--- config.mk ---
export PLATFORM = sky130hd
export DESIGN_NAME = lc3_instr_encoder
export DESIGN_NICKNAME = d
export VERILOG_FILES = /design/src/rtl/lc3_instr_encoder.sv
export SDC_FILE = /design/constraint.sdc
export NUM_CORES = 1
export LEC_CHECK = 0
export CAP_MARGIN = 20
export CELL_PAD_IN_SITES_DETAIL_PLACEMENT = 1
export CELL_PAD_IN_SITES_GLOBAL_PLACEMENT = 1
export CORE_AREA = 2 2 70 138
export DETAILED_ROUTE_END_ITERATION = 7
export DIE_AREA = 0 0 72 140
export PLACE_DENSITY = 0.9
export SYNTH_ARGS = -nofsm -noshare
export SYNTH_HDL_FRONTEND = slang
export SYNTH_SLANG_ARGS = --single-unit
export TNS_END_PERCENT = 1
--- constraint.sdc ---
create_clock -name clk -period 6.4 [get_ports clk]
set_input_delay 0.96 -clock clk [delete_from_list [all_inputs] [get_ports clk]]
set_output_delay 0.96 -clock clk [all_outputs]
set_load 0.01 [all_outputs]
--- src/rtl/lc3_instr_encoder.sv ---
// lc3_instr_encoder
// Streaming LC-3 instruction encoder and loader. Each operand bundle taken
// over the in_valid/in_ready handshake is packed into a 16-bit LC-3 word and
// written to instruction memory at consecutive addresses. Reserved opcodes and
// out-of-range immediates are consumed but not written. Loading stops once a
// HALT (TRAP x25) has been written.
//
// Ports:
//   clk, rst           clock (rising edge), synchronous active-high reset
//   start, start_addr  begin a load; start_addr of 0 selects DEF_ADDR
//   in_valid/in_ready  operand bundle handshake
//   opcode, ra, rb, rc operand fields (ra carries nzp for BR)
//   imm_mode, imm      immediate form select / signed immediate or trapvect
//   mem_we, mem_ready  write request and memory acceptance
//   mem_addr, mem_wdata write address and encoded instruction
//   done               load finished after HALT
//   err, err_code      sticky error flag and last error (01 opcode, 10 range)
//   wr_count           instructions written since start (saturating)
module lc3_instr_encoder #(
  parameter int                 ADDR_W   = 16,
  parameter logic [ADDR_W-1:0]  DEF_ADDR = 'h3000
) (
  input  logic              clk,
  input  logic              rst,
  input  logic              start,
  input  logic [ADDR_W-1:0] start_addr,
  input  logic              in_valid,
  output logic              in_ready,
  input  logic [3:0]        opcode,
  input  logic [2:0]        ra,
  input  logic [2:0]        rb,
  input  logic [2:0]        rc,
  input  logic              imm_mode,
  input  logic [15:0]       imm,
  output logic              mem_we,
  input  logic              mem_ready,
  output logic [ADDR_W-1:0] mem_addr,
  output logic [15:0]       mem_wdata,
  output logic              done,
  output logic              err,
  output logic [1:0]        err_code,
  output logic [15:0]       wr_count
);

  typedef enum logic [1:0] {ST_IDLE, ST_RUN, ST_DRAIN, ST_DONE} state_t;

  localparam logic [ADDR_W-1:0] ADDR_ONE = {{(ADDR_W-1){1'b0}}, 1'b1};

  state_t            state_q, state_d;
  logic              mem_we_q, mem_we_d;
  logic [ADDR_W-1:0] mem_addr_q, mem_addr_d;
  logic [15:0]       mem_wdata_q, mem_wdata_d;
  logic              done_q, done_d;
  logic              err_q, err_d;
  logic [1:0]        err_code_q, err_code_d;
  logic [15:0]       wr_count_q, wr_count_d;

  logic [15:0] enc_word;
  logic        enc_reserved;
  logic        enc_range_bad;
  logic        accept;
  logic        complete;
  logic        is_halt;

  // A signed immediate fits in N bits when every bit above bit N-2 equals
  // the sign bit, i.e. imm[15:N-1] is all zeros or all ones.
  always_comb begin
    enc_word      = 16'h0000;
    enc_reserved  = 1'b0;
    enc_range_bad = 1'b0;
    case (opcode)
      4'b0001, 4'b0101: begin
        if (imm_mode) begin
          enc_word      = {opcode, ra, rb, 1'b1, imm[4:0]};
          enc_range_bad = !((imm[15:4] == '0) || (imm[15:4] == '1));
        end else begin
          enc_word = {opcode, ra, rb, 3'b000, rc};
        end
      end
      4'b1001: enc_word = {opcode, ra, rb, 6'b111111};
      4'b0000, 4'b0010, 4'b1010, 4'b1110, 4'b0011, 4'b1011: begin
        enc_word      = {opcode, ra, imm[8:0]};
        enc_range_bad = !((imm[15:8] == '0) || (imm[15:8] == '1));
      end
      4'b0110, 4'b0111: begin
        enc_word      = {opcode, ra, rb, imm[5:0]};
        enc_range_bad = !((imm[15:5] == '0) || (imm[15:5] == '1));
      end
      4'b1100: enc_word = {opcode, 3'b000, rb, 6'b000000};
      4'b0100: begin
        if (imm_mode) begin
          enc_word      = {opcode, 1'b1, imm[10:0]};
          enc_range_bad = !((imm[15:10] == '0) || (imm[15:10] == '1));
        end else begin
          enc_word = {opcode, 3'b000, rb, 6'b000000};
        end
      end
      4'b1000: enc_word = 16'h8000;
      4'b1111: begin
        // The trap vector is unsigned, so the upper byte must be clear.
        enc_word      = {opcode, 4'b0000, imm[7:0]};
        enc_range_bad = (imm[15:8] != 8'h00);
      end
      4'b1101: enc_reserved = 1'b1;
      default: enc_word = 16'h0000;
    endcase
  end

  assign in_ready = (state_q == ST_RUN) && (!mem_we_q || mem_ready);
  assign accept   = in_valid && in_ready;
  assign complete = mem_we_q && mem_ready;
  assign is_halt  = (opcode == 4'b1111) && (imm[7:0] == 8'h25);

  // Write path first, then the state machine; the start load only happens in
  // IDLE/DONE where no write is pending, so the two never contend. A new word
  // accepted in the same cycle as a completion overrides the mem_we clear,
  // which is what gives back-to-back throughput.
  always_comb begin
    state_d     = state_q;
    mem_we_d    = mem_we_q;
    mem_addr_d  = mem_addr_q;
    mem_wdata_d = mem_wdata_q;
    err_d       = err_q;
    err_code_d  = err_code_q;
    wr_count_d  = wr_count_q;

    if (complete) begin
      mem_we_d   = 1'b0;
      mem_addr_d = mem_addr_q + ADDR_ONE;
      wr_count_d = (wr_count_q == 16'hFFFF) ? wr_count_q : wr_count_q + 16'd1;
    end

    if (accept) begin
      if (enc_reserved) begin
        err_d      = 1'b1;
        err_code_d = 2'b01;
      end else if (enc_range_bad) begin
        err_d      = 1'b1;
        err_code_d = 2'b10;
      end else begin
        mem_we_d    = 1'b1;
        mem_wdata_d = enc_word;
      end
    end

    case (state_q)
      ST_IDLE, ST_DONE: begin
        if (start) begin
          state_d    = ST_RUN;
          mem_addr_d = (start_addr == '0) ? DEF_ADDR : start_addr;
          wr_count_d = 16'h0000;
          err_d      = 1'b0;
        end
      end
      ST_RUN: begin
        if (accept && is_halt && !enc_reserved && !enc_range_bad) begin
          state_d = ST_DRAIN;
        end
      end
      ST_DRAIN: begin
        if (complete) begin
          state_d = ST_DONE;
        end
      end
      default: state_d = ST_IDLE;
    endcase

    done_d = (state_d == ST_DONE);
  end

  always_ff @(posedge clk) begin
    if (rst) begin
      state_q     <= ST_IDLE;
      mem_we_q    <= 1'b0;
      mem_addr_q  <= DEF_ADDR;
      mem_wdata_q <= 16'h0000;
      done_q      <= 1'b0;
      err_q       <= 1'b0;
      err_code_q  <= 2'b00;
      wr_count_q  <= 16'h0000;
    end else begin
      state_q     <= state_d;
      mem_we_q    <= mem_we_d;
      mem_addr_q  <= mem_addr_d;
      mem_wdata_q <= mem_wdata_d;
      done_q      <= done_d;
      err_q       <= err_d;
      err_code_q  <= err_code_d;
      wr_count_q  <= wr_count_d;
    end
  end

  assign mem_we    = mem_we_q;
  assign mem_addr  = mem_addr_q;
  assign mem_wdata = mem_wdata_q;
  assign done      = done_q;
  assign err       = err_q;
  assign err_code  = err_code_q;
  assign wr_count  = wr_count_q;

endmodule

Yosys cells after proc, flatten, opt, wreduce, memory -nomap -nowiden --
Index checks and enable logic that the tools add are counted.
Operators by class: reduce and logical (&&, ||, !) cells 34, equal/unequal tests 25, bitwise operators 2, $add $sub $neg 2, muxes and demuxes 30
Operators by type and width (count):
- 16-bit two-way mux | 8
- 16-bit case mux with 8 select lines | 1
- 16-bit by 1-bit adder with 16-bit output (second input constant) | 2
- 4-bit equality test (second input constant) | 8
- 16-bit equality test (second input constant) | 1
- 4-bit by 3-bit equality test with 1-bit output (second input constant) | 4
- 16-bit logical NOT | 1
- 12-bit equality test (second input constant) | 1
- 12-bit logical NOT | 1
- 1-bit two-way mux | 12
- 12-bit two-way mux | 1
- 11-bit equality test (second input constant) | 1
- 11-bit logical NOT | 1
- 2-bit two-way mux | 5
- 4-bit by 2-bit equality test with 1-bit output (second input constant) | 2
- 8-bit by 6-bit equality test with 1-bit output (second input constant) | 1
- 8-bit equality test (second input constant) | 1
- 8-bit logical NOT | 1
- 8-bit nonzero test | 1
- 1-bit logical AND | 7
- 1-bit logical NOT | 7
- 2-bit equality test (second input constant) | 3
- 6-bit equality test (second input constant) | 1
- 6-bit logical NOT | 1
- other kinds (14) | 21
Storage, ports and cells: input bits 51, logic and storage cells 101, output and inout port bits 54, register bits 55

Logic depth before layout (Yosys ltp) --
Gate-level depths: netlist of the first run.
depth after elaboration 10, depth in mapped cells 8, mapped depth without buffers 7

Worst setup path after synthesis of the first run --
Ideal clock, no wire load.
kind input-to-reg, start point in imm[9], end point reg mem_wdata_q[10] (netlist: mem_wdata[10]), library setup time 123 ps, path slack 3553 ps, path buffers 0, data required time 6277 ps, stages 6, data arrival time 2724 ps, cells stage by stage nor4_2 > nand2_1 > or4_4 > a31oi_4 > nand3_4 > mux2_1
Between the ends: word-level cells in the longest chain between the ends 7, elaborated cells on any way between the ends 17, those cells by class eq/ne: 3; mux: 2; bitwise: 1; reduce/logical: 11
Ends and longest elaborated chain:
- from (decl) | line 34 | input logic [15:0] imm,
- 12-bit equality test or 12-bit logical NOT (tied branches) | line 75 | enc_range_bad = !((imm[15:4] == '0) || (imm[15:4] == '1));
- 1-bit logical OR | line 75
- 1-bit logical NOT | line 75
- 1-bit two-way mux | line 73 | if (imm_mode) begin
- 1-bit case mux with 5 select lines (*) | line 71 | case (opcode)
- 1-bit inverter (no line) (*)
- 3-bit AND reduction (no line) (*)
- to (signal assigned) | line 185 | mem_wdata_q <= mem_wdata_d;
- to (decl) | line 52 | logic [15:0] mem_wdata_q, mem_wdata_d;
Every way passes the cells marked *; elsewhere a longest branch is shown, timed or not. A chain may end at the register's enable or synchronous reset.

Worst setup path in the final report of the first run --
start point in imm[9], end point reg mem_wdata_q[4] (netlist: mem_wdata[4])
Same word-level chain as after synthesis.

==> results.toml, run 1 <==
[setup_path]
start_kind = "input pin"
critPathBufInv = 1
critPathSlowestCell = "or4_4"
cp_top_family = "simple AND/OR/NAND/NOR gates"
arrival_ns = 3.71
cp_max_fo = 16
critPathKind = "in2reg"
cp_slowest_stage_delay_ns = 0.55
cp.required_ns = 6.58
crit_path_cell_trace = "clkdlybuf4s50_1 > nor4_2 > nand2_1 > or4_4 > a31oi_4 > nand3_4 > mux2_1"
critPathCaptureType = "register"

[clocking]
cts_buffers = 5
htreeDepth = 2
clk_latency_ns = 0.29
cts_tree = "done"
cts.sinks = 55
clkTransAtPathRegs_ns = 0.06
cts_resized = 0
clock_path_buffers = 2
postCtsSetupBuffers = 0
root_buffer = "clkbuf_16"
cts_hold_buf = 0

[finish]
fin_cells = 576
n_antenna_cell = 0
drive_gt1_share_pct = 3.16
nets = 530
area_delta_synth_final_pct = 40.6

[run]
drv_cap = 0

[synthesis]
synth_top_cell_area_share_pct = 35.9
synth-main-ff-cell = "dfxtp_1"
synth.yosys.seq_area_share_pct = 35.9
yosys-top-cells-area = "dfxtp_1 (36%), nor2_1 (7.1%), xnor2_1 (4.0%)"
avgSynthCellArea_um2 = 8.07
synth.largest_area_cell = "dfxtp_1"
synthTopCellsByCount = "nor2_1 (58), dfxtp_1 (55), nand2_1 (32)"
yosysMostFrequentCell = "nor2_1"
synth_edf_count = 0
synth-seq-cells = 55
ys_types = 53
synth_area_um2 = 3070
postSynth.asyncResetShare_pct = 0
syn_inst = 380
syn-num-nets = 435
yosys_warnings = 0

[timing]
period_share_pct = 55.2
grt_setup_unrepaired = "no"
tns_ns = 0
finalMaxSlewViolations = 0
hold_violations = 0
setup_slack_ns = 2.86
setup-violations-final = 0
tightest_slew_ns = 0.831
worst_hold_slack_ns = 0.482
clock_skew_ns = 0.00509
period_needed_ns = 3.54
slew_headroom_pct = 44.6
fmax_mhz = 283

[run_status]
outcome = "finished, final reports clean"

[global_routing]
grt_overflow = 0
grt_pass1_wl_um = 16900
grt_antenna_before_repair = 0
grt_usage_pct = 21.4
grt_pass1_vias = 3448
grt_max_degree = 47

[place]
place_inst = 569
place.gp.congestion = 0.879
hpwlAfterDp_um = 8360
port_buffers = 104
dp_slack_ns = 2.49

[drt]
ant_nets = 0
drc = 0
wl_per_cell_um = 18.1
drt_iter0_drc = 129
drtPass1Iterations = 4
finalWirelength_um = 10500
vias = 3196
via_per_inst = 5.55

[floorplan]
fp-row-count = 49
die_area_um2 = 10100
num_io_pins = 105
die_w_um = 72
die_y_um = 140
fp.coreArea_um2 = 9010
initial_core_util_pct = 34.0

[worst_hold_path]
hp-class = "reg2reg"

[power_and_ir_drop]
vdd_ir_drop_max_uv = 154
p_total_mw = 0.796
cellPowerDensity_nw_per_um2 = 185
p_leak_nw = 1.46
## logic make-up (layout without fill, tap and decap cells)
logic type               after synthesis  after routing  share of synthesized area (%)
AND/OR/NAND/NOR                      187            187                           31.9
AO/OA/AOI/OAI                         72             72                           16.1
flip-flops                            55             55                           35.9
XOR/XNOR                              25             25                           7.14
buffers and inverters                 25            119                           3.18
multiplexers                          12             12                           4.16
adder cells (fa/ha/maj)                4              4                           1.63
## stage by stage
| stage | instance area, um2 | utilization, % |
|---|---|---|
| 2_1_floorplan | 3070 | - |
| 3_3_place_gp | 4180 | 46.3 |
| 3_5_place_dp | 4180 | 46.3 |
| 4_1_cts | 4310 | 47.8 |
| 5_1_grt | 4310 | 47.9 |
| 6_report | 4310 | 47.9 |
## flip-flops by register name, summed over array words and instances, names as in the netlist
| register | cells |
|---|---|
| mem_wdata | 16 |
| state_q | 2 |
| err_code | 2 |
| wr_count | 16 |
| err | 1 |
| done | 1 |
| mem_addr | 16 |
| mem_we | 1 |
## power breakdown
part           switching (mW)  internal (mW)
combinational          0.0822         0.0829
sequential             0.0143          0.357
clock                   0.118          0.141
total                   0.215          0.581
## routing by layer
layer / vias up / global-route usage, % / wire length [um]
li1: 1543 / - / -
met1: 1547 / 19.7 / 3470
met2: 88 / 43.8 / 6270
met3: 18 / 3.81 / 419
met4: 0 / 7.75 / 295
met5: - / 0 / 0
## placed cells by master (no fill, tap or decap), drive strengths merged, types with 2 or more instances in the layout
master         netlist  layout
xnor2               14      14
a22oi                5       5
dfxtp               55      55
nand3b               2       2
o22a                 2       2
mux2                 6       6
nand2b              14      14
a311oi               3       3
nor2                58      58
nand4               17      17
a21oi               20      20
o21ai                9       9
ha                   4       4
clkbuf              17       6
or3                  3       3
inv                  6       6
nor4                 8       8
and3                 6       6
nand3               13      13
nand2               32      32
nor3b                8       8
or4                  3       3
and2                 2       2
a211oi              15      15
buf                  2       3
a31oi                8       8
xor2                11      11
mux2i                6       6
or2                  2       2
clkdlybuf4s50        0     104
nor3                 6       6
nor2b               11      11
## path summary, 6_finish.rpt
check	from	end	slack (ns)	cells past startpoint
max	imm[9]	mem_wdata[4]	2.86	7
min reg2reg	err	err	0.48	1
max reg2reg	state_q[0]	done	3.82	8
min	err	err	0.48	1
## layout make-up
type                            instances  area [um2]
Clock buffer                            6         129
Multi-Input combinational cell        300        1870
Tap cell                              102         128
Fill cell                            1090        4700
Timing Repair Buffer                  107        1060
Inverter                                6        22.5
Sequential cell                        55        1100
(Power assumes the default switching activity.)
==> run 2: changes to the inputs <==
--- a/config.mk
+++ b/config.mk
@@ -8,10 +8,10 @@
 export CAP_MARGIN = 20
 export CELL_PAD_IN_SITES_DETAIL_PLACEMENT = 1
 export CELL_PAD_IN_SITES_GLOBAL_PLACEMENT = 1
-export CORE_AREA = 2 2 70 138
+export CORE_AREA = 2 2 76 151
 export DETAILED_ROUTE_END_ITERATION = 7
-export DIE_AREA = 0 0 72 140
-export PLACE_DENSITY = 0.9
+export DIE_AREA = 0 0 78 153
+export PLACE_DENSITY = 0.81
 export SYNTH_ARGS = -nofsm -noshare
 export SYNTH_HDL_FRONTEND = slang
 export SYNTH_SLANG_ARGS = --single-unit
==> constraint.sdc (replaced) <==
create_clock -name clk -period 3 [get_ports clk]
set_input_delay 0.45 -clock clk [delete_from_list [all_inputs] [get_ports clk]]
set_output_delay 0.45 -clock clk [all_outputs]
set_load 0.01 [all_outputs]
==> results.toml, run 2 (synthesis gave the netlist of run 1 again) <==
[setup_path]
critPathKind = "in2reg"
cp_max_fo = 10
cp.required_ns = 3.18
r2r_end = "wr_count[5]"
critPathCaptureType = "register"
arrival_ns = 2.75
reg2reg_depth = 6
r2r-start = "wr_count[3]"
cp-startpoint = "imm[10]"
r2r_setup_slack_ns = 0.81
start_kind = "input pin"

[finish]
multi_input_comb_area_um2 = 1870
fillCellCount = 1307
fin_cells = 627
most-common-layout-cells = "clkdlybuf4s50_1 (104), nor2_1 (58), dfxtp_1 (55)"
mostFrequentLayoutCell = "clkdlybuf4s50_1"
nets = 541
area_delta_synth_final_pct = 45.1
drive_gt1_share_pct = 5.54
n_antenna_cell = 0
regArea_um2 = 1100

[clocking]
cts_buffers = 5
cts.sinks = 55
htreeDepth = 2
clk_latency_ns = 0.29
cts_hold_buf = 0
root_buffer = "clkbuf_16"
postCtsSetupBuffers = 0
cts_tree = "done"
clock_path_buffers = 2
cts_resized = 0
clkTransAtPathRegs_ns = 0.07

[drt]
drc = 0
vias = 3212
wl_per_cell_um = 17.7
drtPass1Iterations = 4
via_per_inst = 5.12
drt_iter0_drc = 143
finalWirelength_um = 11100
ant_nets = 0

[place]
port_buffers = 104
hpwlAfterDp_um = 8940
place_inst = 619
place.gp.congestion = 0.868

[timing]
finalMaxSlewViolations = 0
hold_violations = 0
period_needed_ns = 2.57
setup-violations-final = 0
tns_ns = 0
slew_headroom_pct = 65.4
tightest_slew_ns = 0.514
fmax_mhz = 389
grt_setup_unrepaired = "no"
period_share_pct = 85.7
clock_skew_ns = 0.00603
worst_hold_slack_ns = 0.480

[global_routing]
grt_max_degree = 46
grt_pass1_vias = 3455
grt_overflow = 0
grt_antenna_before_repair = 0
grt_usage_pct = 18.6
grt_pass1_wl_um = 17600

[floorplan]
die_y_um = 153
fp.coreArea_um2 = 10800
initial_core_util_pct = 28.4
num_io_pins = 105
fp-row-count = 54
die_area_um2 = 11900
die_w_um = 78

[power_and_ir_drop]
vdd_ir_drop_max_uv = 256
cellPowerDensity_nw_per_um2 = 389
p_leak_nw = 1.52

[worst_hold_path]
whs_endpoint = "mem_wdata[14]"
holdPathStages = 2
hp-class = "reg2reg"
hold_path.startpoint = "mem_wdata[14]"

[run]
drv_cap = 0

[run_status]
outcome = "finished, final reports clean"
run 2: cell types whose count changed in the layout (fill, tap and decap cells not counted), sizes merged:
cell,previous run,this run
clkbuf,6,7
buf,3,14
clkinv,0,1
run 2: critical path: stages:
cell and delay (ns):
clkdlybuf4s50_1 0.50, nor4_4 0.35, nand2_1 0.12, or4_4 0.54, a31oi_4 0.23, nand3_4 0.18
mux2_1 0.36
run 2: layout make-up:
type / count / share of cell area (%)
Timing Repair Buffer: 118 / 25.7
Multi-Input combinational cell: 300 / 42.0
Inverter: 6 / 0.506
Tap cell: 140 / 3.93
Sequential cell: 55 / 24.7
Clock buffer: 7 / 2.98
Clock inverter: 1 / 0.112
run 2: worst max path at each step:
| stage | endpoint | slack (ns) | cells past startpoint |
|---|---|---|---|
| 2_1_floorplan | mem_wdata[10] | 0.66 | 6 |
| 3_3_place_gp | mem_wdata[9] | 0.18 | 7 |
| 3_5_place_dp | mem_wdata[9] | 0.10 | 7 |
| 4_1_cts | mem_wdata[9] | 0.41 | 7 |
| 5_1_grt | mem_wdata[9] | 0.31 | 7 |
| 6_report | mem_wdata[9] | 0.43 | 7 |
run 2: power by group:
group          total (mW)  internal [mW]  switching, mW  leakage [nW]
clock               0.573          0.310          0.264        0.0679
sequential          0.792          0.761         0.0312         0.448
combinational       0.365          0.187          0.178          1.01
total                1.73           1.26          0.473          1.52
run 2: per-layer routing:
layer | up-vias | routed length (um) | GRT usage, %
met4 | 0 | 252 | 6.35
met2 | 70 | 6590 | 38.1
li1 | 1562 | - | -
met1 | 1566 | 3800 | 17.4
met3 | 14 | 455 | 3.42
met5 | - | 0 | 0
run 2: metrics by stage:
stage | utilization, % | area, um2 | power (mW) | setup slack [ns]
after floorplan | - | 3070 | 0.968 | 0.663
after global placement | 39.9 | 4310 | 1.16 | 0.177
after detailed placement | 39.9 | 4310 | 1.18 | 0.101
after CTS | 41.2 | 4450 | 1.75 | 0.409
after global routing | 41.2 | 4450 | 1.81 | 0.306
final | 41.2 | 4450 | 1.73 | 0.428
==> run 3: changes to the inputs <==
--- a/config.mk
+++ b/config.mk
@@ -8,10 +8,10 @@
 export CAP_MARGIN = 20
 export CELL_PAD_IN_SITES_DETAIL_PLACEMENT = 1
 export CELL_PAD_IN_SITES_GLOBAL_PLACEMENT = 1
-export CORE_AREA = 2 2 76 151
+export CORE_AREA = 2 2 70 138
 export DETAILED_ROUTE_END_ITERATION = 7
-export DIE_AREA = 0 0 78 153
-export PLACE_DENSITY = 0.81
+export DIE_AREA = 0 0 72 140
+export PLACE_DENSITY = 0.9
 export SYNTH_ARGS = -nofsm -noshare
 export SYNTH_HDL_FRONTEND = slang
 export SYNTH_SLANG_ARGS = --single-unit
==> constraint.sdc (replaced) <==
create_clock -name clk -period 3.3 [get_ports clk]
set_input_delay 0.495 -clock clk [delete_from_list [all_inputs] [get_ports clk]]
set_output_delay 0.495 -clock clk [all_outputs]
set_load 0.01 [all_outputs]
==> results.toml, run 3 (synthesis gave the netlist of run 1 again) <==
[place]
dp_slack_ns = 0.272
dpl_cell_area_um2 = 4270
hpwlAfterDp_um = 9110
place.gp.congestion = 1.03
port_buffers = 104

[power_and_ir_drop]
power_frac_comb_pct = 21.4
power.switching_mw = 0.434
cellPowerDensity_nw_per_um2 = 358
netSwitchingFraction_pct = 27.5
power_frac_seq_pct = 45.5
p_leak_nw = 1.52
intPower_mw = 1.14
pwr-share-clk_pct = 33.1
vdd_ir_drop_max_uv = 272

[finish]
final_cell_area_um2 = 4410
drive_gt1_share_pct = 5.75
area_delta_synth_final_pct = 43.7
most-common-layout-cells = "clkdlybuf4s50_1 (104), nor2_1 (58), dfxtp_1 (55)"
n_antenna_cell = 0
mostFrequentLayoutCell = "clkdlybuf4s50_1"
nets = 541
fillCellCount = 1083

[setup_path]
r2r_setup_slack_ns = 1.07
critPathSlowestCell = "or4_4"
reg2reg_depth = 6
critPathKind = "in2reg"
crit_path_cell_trace = "clkdlybuf4s50_1 > nor4_2 > nand2_1 > or4_4 > a31oi_4 > nand3_4 > mux2_1"
cp.required_ns = 3.48
start_kind = "input pin"
r2r_end = "wr_count[9]"
r2r-start = "wr_count[3]"
cp_slowest_stage_delay_ns = 0.55
arrival_ns = 2.91
critPathCaptureType = "register"
cp_max_fo = 10

[drt]
drc = 0
drt_iter0_drc = 77
ant_nets = 0
drtPass1Iterations = 4
wl_per_cell_um = 18.8
vias = 3223
finalWirelength_um = 11100
via_per_inst = 5.47

[clocking]
cts_buffers = 5
htreeDepth = 2
cts_resized = 0
clk_latency_ns = 0.29
root_buffer = "clkbuf_16"
postCtsSetupBuffers = 0
cts_tree = "done"
cts.sinks = 55
clkTransAtPathRegs_ns = 0.07
clock_path_buffers = 2
cts_hold_buf = 0

[timing]
tns_ns = 0
tightest_slew_ns = 0.747
finalMaxSlewViolations = 0
setup-violations-final = 0
hold_violations = 0
period_needed_ns = 2.73
worst_hold_slack_ns = 0.479
setup_slack_ns = 0.575
clock_skew_ns = 0.00477
grt_setup_unrepaired = "no"
slew_headroom_pct = 48.9
fmax_mhz = 367
period_share_pct = 82.6

[worst_hold_path]
hold_path.startpoint = "err_code[0]"
whs_endpoint = "err_code[0]"
hp-class = "reg2reg"
holdPathStages = 2

[floorplan]
fp.coreArea_um2 = 9010
die_area_um2 = 10100
num_io_pins = 105
fp-row-count = 49
initial_core_util_pct = 34.0
die_y_um = 140
die_w_um = 72

[global_routing]
grt_pass1_wl_um = 17500
grt_antenna_before_repair = 0
grt_usage_pct = 22.3
grt_pass1_vias = 3442
grt_max_degree = 20
grt_overflow = 0

[run_status]
outcome = "finished, final reports clean"

[run]
drv_cap = 0
-- run 3: area by class of cell --
cell class	instances	area, um2	area share [%]
multi-input combinational	300	1870	42.4
timing repair buffer	118	1150	26.0
sequential	55	1100	25.0
clock buffer	6	129	2.92
tap	102	128	2.90
inverter	6	22.5	0.511
clock inverter	2	12.5	0.284
-- run 3: worst max path at each step --
stage | startpoint | to | slack [ns] | cells after the start
CTS | imm[9] | mem_wdata[9] | 0.57 | 7
finish | imm[9] | mem_wdata[9] | 0.57 | 7
floorplan | imm[9] | mem_wdata[10] | 0.92 | 6
detailed placement | imm[9] | mem_wdata[9] | 0.27 | 7
global placement | imm[9] | mem_wdata[9] | 0.26 | 7
global route | imm[9] | mem_wdata[10] | 0.46 | 7
-- run 3: power by group through the flow --
stage	Clock (mW)	Combinational (mW)	Sequential (mW)
2_1_floorplan	0	0.139	0.741
3_3_place_gp	0	0.330	0.732
3_5_place_dp	0	0.338	0.734
4_1_cts	0.539	0.340	0.718
5_1_grt	0.560	0.365	0.722
6_report	0.522	0.337	0.718
-- run 3: metrics by stage --
step | utilization [%] | power [mW] | cells
floorplan | - | 0.880 | 380
global placement | 47.3 | 1.06 | 581
detailed placement | 47.3 | 1.07 | 581
CTS | 48.9 | 1.60 | 589
global route | 48.9 | 1.65 | 589
finish | 48.9 | 1.58 | 589
-- run 3: metal layers --
layer  track usage (%)  part of all wire (%)  up-vias
li1                  -                     -     1573
met1              20.1                    33     1551
met2              46.4                    60       80
met3              2.95                   3.3       19
met4              9.33                   3.4        0
met5                 0                     0        -
-- run 3: critical path: cells and delay by family --
kind	cells	cell delay (ns)
simple gates	4	1.32
buf+inv	1	0.49
mux	1	0.36
compound gates	1	0.23
